--- config.mk ---
export PLATFORM = sky130hd
export DESIGN_NAME = lsu_mem_ctrl_flat
export DESIGN_NICKNAME = d
export VERILOG_FILES = /design/src/rtl/lsu_mem_ctrl_if.sv /design/src/rtl/lsu_mem_ctrl.sv /design/src/flat_wrapper.sv
export SDC_FILE = /design/constraint.sdc
export NUM_CORES = 1
export LEC_CHECK = 0
export BUFFER_PORTS_ARGS = -buffer_cell sky130_fd_sc_hd__clkbuf_2
export CORE_MARGIN = 2
export CORE_UTILIZATION = 48
export DETAILED_ROUTE_END_ITERATION = 10
export GPL_TIMING_DRIVEN = 0
export HOLD_SLACK_MARGIN = 0.03
export PLACE_DENSITY = 0.78
export SLEW_MARGIN = 20
export SYNTH_ARGS = -nofsm -noshare
export SYNTH_HDL_FRONTEND = slang
export SYNTH_SLANG_ARGS = --single-unit
--- constraint.sdc ---
create_clock -name clk -period 3.75 [get_ports clk]
set_input_delay 0.375 -clock clk [delete_from_list [all_inputs] [get_ports clk]]
set_output_delay 0.375 -clock clk [all_outputs]
set_load 0.005 [all_outputs]
--- src/rtl/lsu_mem_ctrl_if.sv ---
// Pipeline request/response and word-RAM signals of the MEM-stage load/store unit.
interface lsu_mem_ctrl_if;
  logic        req_valid;
  logic        req_ready;
  logic        req_we;
  logic [2:0]  req_funct3;
  logic [31:0] req_addr;
  logic [31:0] req_wdata;

  logic        resp_valid;
  logic [31:0] resp_rdata;
  logic        resp_err;

  logic        ram_wen;
  logic        ram_ren;
  logic [31:0] ram_addr;
  logic [31:0] ram_wdata;
  logic [31:0] ram_rdata;

  modport slave (
    input  req_valid, req_we, req_funct3, req_addr, req_wdata, ram_rdata,
    output req_ready, resp_valid, resp_rdata, resp_err,
    output ram_wen, ram_ren, ram_addr, ram_wdata
  );

  modport master (
    output req_valid, req_we, req_funct3, req_addr, req_wdata, ram_rdata,
    input  req_ready, resp_valid, resp_rdata, resp_err,
    input  ram_wen, ram_ren, ram_addr, ram_wdata
  );
endinterface

--- src/rtl/lsu_mem_ctrl.sv ---
// RV32I load/store unit: sub-word load extraction, read-modify-write sub-word stores and
// request checking in front of a word-wide RAM with one-cycle read latency.
module lsu_mem_ctrl #(
  parameter int unsigned DEPTH_WORDS = 1024
) (
  input logic           clk,
  input logic           rst,
  lsu_mem_ctrl_if.slave bus
);

  localparam logic [32:0] AddrLimit = 33'(DEPTH_WORDS) << 2;

  typedef enum logic [2:0] {StIdle, StRd, StCap, StWr, StResp} state_e;

  state_e      state_q, state_d;
  logic        we_q;
  logic [2:0]  f3_q;
  logic [31:0] addr_q;
  logic [31:0] wdata_q;
  logic        err_q;
  logic [31:0] rdata_q, rdata_d;
  logic [31:0] merge_q, merge_d;

  logic        accept;
  logic        legal;
  logic        misalign;
  logic        out_of_range;
  logic        req_err;

  logic [7:0]  sel_byte;
  logic [15:0] sel_half;
  logic [31:0] load_val;
  logic [31:0] merge_val;

  assign accept = bus.req_valid && bus.req_ready;

  always_comb begin
    legal = 1'b0;
    case (bus.req_funct3)
      3'b000, 3'b001, 3'b010: legal = 1'b1;
      3'b100, 3'b101:         legal = !bus.req_we;
      default:                legal = 1'b0;
    endcase

    misalign = 1'b0;
    if (bus.req_funct3[1:0] == 2'b01) begin
      misalign = bus.req_addr[0];
    end else if (bus.req_funct3[1:0] == 2'b10) begin
      misalign = |bus.req_addr[1:0];
    end

    out_of_range = {1'b0, bus.req_addr} >= AddrLimit;
    req_err      = !legal || misalign || out_of_range;
  end

  // Lane selection and merge both work on the word returned in CAP.
  always_comb begin
    sel_byte = bus.ram_rdata[{addr_q[1:0], 3'b000} +: 8];
    sel_half = bus.ram_rdata[{addr_q[1], 4'b0000} +: 16];

    case (f3_q)
      3'b000:  load_val = {{24{sel_byte[7]}}, sel_byte};
      3'b001:  load_val = {{16{sel_half[15]}}, sel_half};
      3'b100:  load_val = {24'h0, sel_byte};
      3'b101:  load_val = {16'h0, sel_half};
      default: load_val = bus.ram_rdata;
    endcase

    merge_val = bus.ram_rdata;
    if (f3_q[0] == 1'b0) begin
      merge_val[{addr_q[1:0], 3'b000} +: 8] = wdata_q[7:0];
    end else begin
      merge_val[{addr_q[1], 4'b0000} +: 16] = wdata_q[15:0];
    end
  end

  always_comb begin
    state_d = state_q;
    rdata_d = rdata_q;
    merge_d = merge_q;
    case (state_q)
      StIdle: begin
        if (accept) begin
          rdata_d = '0;
          if (req_err) begin
            state_d = StResp;
          end else if (bus.req_we && bus.req_funct3 == 3'b010) begin
            state_d = StWr;
          end else begin
            state_d = StRd;
          end
        end
      end
      StRd: state_d = StCap;
      StCap: begin
        if (we_q) begin
          merge_d = merge_val;
          state_d = StWr;
        end else begin
          rdata_d = load_val;
          state_d = StResp;
        end
      end
      StWr:    state_d = StResp;
      StResp:  state_d = StIdle;
      default: state_d = StIdle;
    endcase
  end

  always_ff @(posedge clk or posedge rst) begin
    if (rst) begin
      state_q <= StIdle;
      we_q    <= 1'b0;
      f3_q    <= 3'b000;
      addr_q  <= '0;
      wdata_q <= '0;
      err_q   <= 1'b0;
      rdata_q <= '0;
      merge_q <= '0;
    end else begin
      state_q <= state_d;
      rdata_q <= rdata_d;
      merge_q <= merge_d;
      if (accept) begin
        we_q    <= bus.req_we;
        f3_q    <= bus.req_funct3;
        addr_q  <= bus.req_addr;
        wdata_q <= bus.req_wdata;
        err_q   <= req_err;
      end
    end
  end

  // RAM strobes come straight from state so an async reset drops them at once.
  assign bus.req_ready  = (state_q == StIdle) && !rst;
  assign bus.ram_ren    = (state_q == StRd);
  assign bus.ram_wen    = (state_q == StWr);
  assign bus.ram_addr   = {addr_q[31:2], 2'b00};
  assign bus.ram_wdata  = (f3_q == 3'b010) ? wdata_q : merge_q;
  assign bus.resp_valid = (state_q == StResp);
  assign bus.resp_err   = bus.resp_valid && err_q;
  assign bus.resp_rdata = bus.resp_valid ? rdata_q : '0;

endmodule

--- src/flat_wrapper.sv ---
// flat-port wrapper written by rule: the top's interface ports become plain ports
module lsu_mem_ctrl_flat 
#(
  parameter int unsigned DEPTH_WORDS = 1024
)
  (clk, rst, bus_req_valid, bus_req_we, bus_req_funct3, bus_req_addr, bus_req_wdata, bus_ram_rdata, bus_req_ready, bus_resp_valid, bus_resp_rdata, bus_resp_err, bus_ram_wen, bus_ram_ren, bus_ram_addr, bus_ram_wdata);
  lsu_mem_ctrl_if bus_i ();
  input logic clk;
  input logic rst;
  input wire logic [$bits(bus_i.req_valid)-1:0] bus_req_valid;
  input wire logic [$bits(bus_i.req_we)-1:0] bus_req_we;
  input wire logic [$bits(bus_i.req_funct3)-1:0] bus_req_funct3;
  input wire logic [$bits(bus_i.req_addr)-1:0] bus_req_addr;
  input wire logic [$bits(bus_i.req_wdata)-1:0] bus_req_wdata;
  input wire logic [$bits(bus_i.ram_rdata)-1:0] bus_ram_rdata;
  output wire logic [$bits(bus_i.req_ready)-1:0] bus_req_ready;
  output wire logic [$bits(bus_i.resp_valid)-1:0] bus_resp_valid;
  output wire logic [$bits(bus_i.resp_rdata)-1:0] bus_resp_rdata;
  output wire logic [$bits(bus_i.resp_err)-1:0] bus_resp_err;
  output wire logic [$bits(bus_i.ram_wen)-1:0] bus_ram_wen;
  output wire logic [$bits(bus_i.ram_ren)-1:0] bus_ram_ren;
  output wire logic [$bits(bus_i.ram_addr)-1:0] bus_ram_addr;
  output wire logic [$bits(bus_i.ram_wdata)-1:0] bus_ram_wdata;
  assign bus_i.req_valid = bus_req_valid;
  assign bus_i.req_we = bus_req_we;
  assign bus_i.req_funct3 = bus_req_funct3;
  assign bus_i.req_addr = bus_req_addr;
  assign bus_i.req_wdata = bus_req_wdata;
  assign bus_i.ram_rdata = bus_ram_rdata;
  assign bus_req_ready = bus_i.req_ready;
  assign bus_resp_valid = bus_i.resp_valid;
  assign bus_resp_rdata = bus_i.resp_rdata;
  assign bus_resp_err = bus_i.resp_err;
  assign bus_ram_wen = bus_i.ram_wen;
  assign bus_ram_ren = bus_i.ram_ren;
  assign bus_ram_addr = bus_i.ram_addr;
  assign bus_ram_wdata = bus_i.ram_wdata;
  lsu_mem_ctrl #(.DEPTH_WORDS(DEPTH_WORDS)) u_core (.clk(clk), .rst(rst), .bus(bus_i));
endmodule
==> metrics.md <==
| Metric | Value |
|---|---|
| Post-synthesis xor/xnor area fraction | `0` |
| RSZ-0062 raised after global routing | `no` |
| Root Driver | `clkbuf_16` |
| Initial antenna violation count | `0` |
| Lkg Pwr | `4.660 nW` |
| Post-synthesis simple-gate area fraction | `0.09763` |
| Ys async rst share | `1.000` |
| Placer Congestion | `0.9780` |
| Largest family of logic cells by synthesized area | `multiplexers` |
| Area leader, netlist | `dfrtp_1` |
| Total grt overflow | `0` |
| Initial DRC Count | `340` |
| Final Cycle Share | `0.7543` |
| Setup tns final | `0 ps` |
| Synth area leaders | `dfrtp_1 (46%), mux2_2 (15%), mux2i_1 (4.6%), buf_4 (4.0%), a221o_1 (3.2%)` |
| Max H-tree Level | `4` |
| Die height | `128.6 um` |
| IO Port Bufs | `201` |
| Dpl hpwl | `15,910 um` |
| F_max | `353.5 MHz` |
| Max-slew violations | `0` |
| Hold violation count in the final report | `0` |
| Register bit total from synthesis | `136` |
| Startpoint types | `flip-flop` |
| Area occupied by multi-input gates | `3483 sq um` |
| Post-layout min period | `2829 ps` |
| Post-layout util | `0.6160` |
| CP Max Fanout | `10` |
| Overall Global Routing Usage | `0.2620` |
| Antenna violation net count after detailed routing | `0` |
| Layout filler cell count | `1,261` |
| Die area | `16,530 sq um` |
| Vias in the first global route | `6,053` |
| Seq/Total Area, Yosys | `0.4571` |
| Pwr Density | `463.5 nW/um^2` |
| Largest net degree at the start of global routing | `35` |
| CP Data Required Time | `3380 ps` |
| HP Class | `input port to flip-flop` |
| Area growth, synth to finish | `25.76%` |
| Dpl ws | `1241 ps` |
| Worst-path clk slew | `60 ps` |
| Inserted Clock Buffers | `17` |
| Commonest non-fill, non-tap cell in the layout | `clkbuf_2` |
| Worst Tran Pin Value | `984.9 ps` |
| Synth Area in Compound Gates | `0.1548` |
| Drt drc | `0` |
| DIE WIDTH | `128.6 um` |
| Synth Area in Adders | `0.008402` |
| # diodes | `0` |
| Reg area | `3403 sq um` |
| R2r startpoint | `u_core.addr_q[1]$_DFFE_PP0P_` |
| Post-synthesis mux area share | `0.2060` |
| Nets | `983` |
| # IOs | `204` |
| Worst-skew pair later-pin latency | `420 ps` |
| Pre-Repair DR Iteration Count | `5` |
| Final WL | `21,210 um` |
| Post-Layout Cell Count | `1,076` |
| Status | `finished, final reports clean` |
| Critical setup path kind | `flip-flop to output pin` |
| Top-area cell type share of the netlist area | `0.4571` |
| Final WS setup | `921.4 ps` |
| Ratio of cells with drive above 1 in the final layout | `0.4673` |
| Main synth FF type | `dfrtp_1` |
| Setup crit start | `u_core.f3_q[0]$_DFFE_PP0P_` |
| Rows | `45` |
| Yosys cell types | `50` |
| Ys Warns | `0` |
| Hold WS | `180.7 ps` |
| Synthesized netlist cell count | `649` |
| Max Cap Viol | `0` |
| CP Cell Sequence | `nor2_1 > and2_1 > clkbuf_1 > buf_2 > mux2_2 > clkbuf_2` |
| Clock sink count | `136` |
| Clk_skew | `6.794 ps` |
| Vias | `6,171` |
| Slew headroom | `0.3384` |
| CP peak stage delay | `400 ps` |
| Post-synth design cell area | `7446 sq um` |
| Maximum VDD drop | `0.3703 mV` |
| TritonCTS clock tree | `done` |
| CP max-delay cell | `dfrtp_1` |
| Per-cell routed wire length | `19.71 um` |
| Syn Area/Cell | `11.47 sq um` |
| Commonest non-fill, non-tap cells in the layout | `clkbuf_2 (201), dfrtp_1 (136), mux2_2 (96)` |
| Crit end category | `output pin` |
| Via/cell ratio | `5.735` |
| Hold_sp | `bus_req_addr[11]` |
| Clk buf depth | `2` |
| Inst Count DP | `1,043` |
| Core area | `15,200 sq um` |
| First-pass GRT wire length | `33,000 um` |
| Starting Density | `0.4898` |
| Final setup fails | `0` |
| Critical path arrival | `2450 ps` |
| EDFF count, synth | `0` |
| Post-CTS setup buffers | `0` |
-- per-stage QoR --
stage               area (sq um)  power, mW
detailed placement          8775      2.721
global placement            8695      2.692
finish                      9364      4.340
global route                9364      4.531
CTS                         9364      4.357
floorplan                   7453      2.360
-- logic make-up after synthesis --
group / after synthesis
AO/OA/AOI/OAI: 155
adder cells (fa/ha/maj): 5
buffers and inverters: 85
flip-flops: 136
multiplexers: 137
other: 1
AND/OR/NAND/NOR: 130
-- final timing paths --
check	to	slack (ps)	cells after the start
worst max-delay path	bus_ram_wdata[7]	920	6
worst min-delay path	u_core.addr_q[11]$_DFFE_PP0P_	180	2
worst max register to register	u_core.merge_q[17]$_DFFE_PP0P_	1170	7
worst min register to register	u_core.merge_q[2]$_DFFE_PP0P_	480	2
max in group asynchronous	u_core.wdata_q[20]$_DFFE_PP0P_	2320	6
min in group asynchronous	u_core.addr_q[30]$_DFFE_PP0P_	490	3
-- timing repair --
| action | in CTS | in global routing |
|---|---|---|
| endpoints found under the hold margin | 10 | 0 |
| hold buffers | 1 | 0 |
| resized for setup | 0 | 0 |
-- synth_stat cells (2+ instances only) --
library cell    n
buf_2          15
dfrtp_1       136
buf_4          40
and2_1         35
nand2_1        45
mux2_4          6
or3_1           7
a221o_1        24
o21ai_1         4
mux2_2         96
a22oi_1        23
nor4_1          6
buf_6           2
mux2i_1        34
a22o_1         25
a21oi_1        33
o41ai_2         2
clkbuf_8        6
nand2b_1       12
inv_1           7
ha_1            5
clkbuf_1       12
nor2_1          8
nor3_1          6
a32o_1          8
nor3b_1         2
o21ai_0        27
-- power breakdown --
part	leakage (nW)	internal, mW	total [mW]	switching, mW
logic	2.68	0.500	0.983	0.483
clock network	0.275	0.979	1.63	0.653
registers	1.70	1.60	1.73	0.128
total	4.66	3.08	4.34	1.26
-- per-layer routing --
| metal | part of all wire | vias to the layer above | routed length (um) | track usage |
|---|---|---|---|---|
| met5 | 0 | - | 0 | 0 |
| met4 | 0.024 | 0 | 504 | 0.07609 |
| met3 | 0.090 | 35 | 1914 | 0.07942 |
| met2 | 0.46 | 323 | 9807 | 0.4243 |
| met1 | 0.42 | 3011 | 8982 | 0.3427 |
| li1 | - | 2802 | - | - |
-- registers in the layout (all words and copies together) (netlist names) --
signal / cells
u_core.f3_q: 3
u_core.err_q: 1
u_core.addr_q: 32
u_core.state_q: 3
u_core.rdata_q: 32
u_core.merge_q: 32
u_core.we_q: 1
u_core.wdata_q: 32
-- worst max-delay path: cells and delay by family, from the launching register on --
family / cells / cell delay, ps
DFF: 1 / 400
muxes: 1 / 390
and+or+nand+nor: 2 / 430
buffers and inverters: 3 / 810
-- final cells by class --
type | instances | share of cell area
Multi-Input combinational cell | 429 | 0.3720
Tap cell | 188 | 0.02512
Timing Repair Buffer | 206 | 0.1170
Inverter | 9 | 0.004009
Clock buffer | 17 | 0.04543
Buffer | 76 | 0.05652
Clock inverter | 15 | 0.01644
Sequential cell | 136 | 0.3634
(Power assumes the default switching activity.)
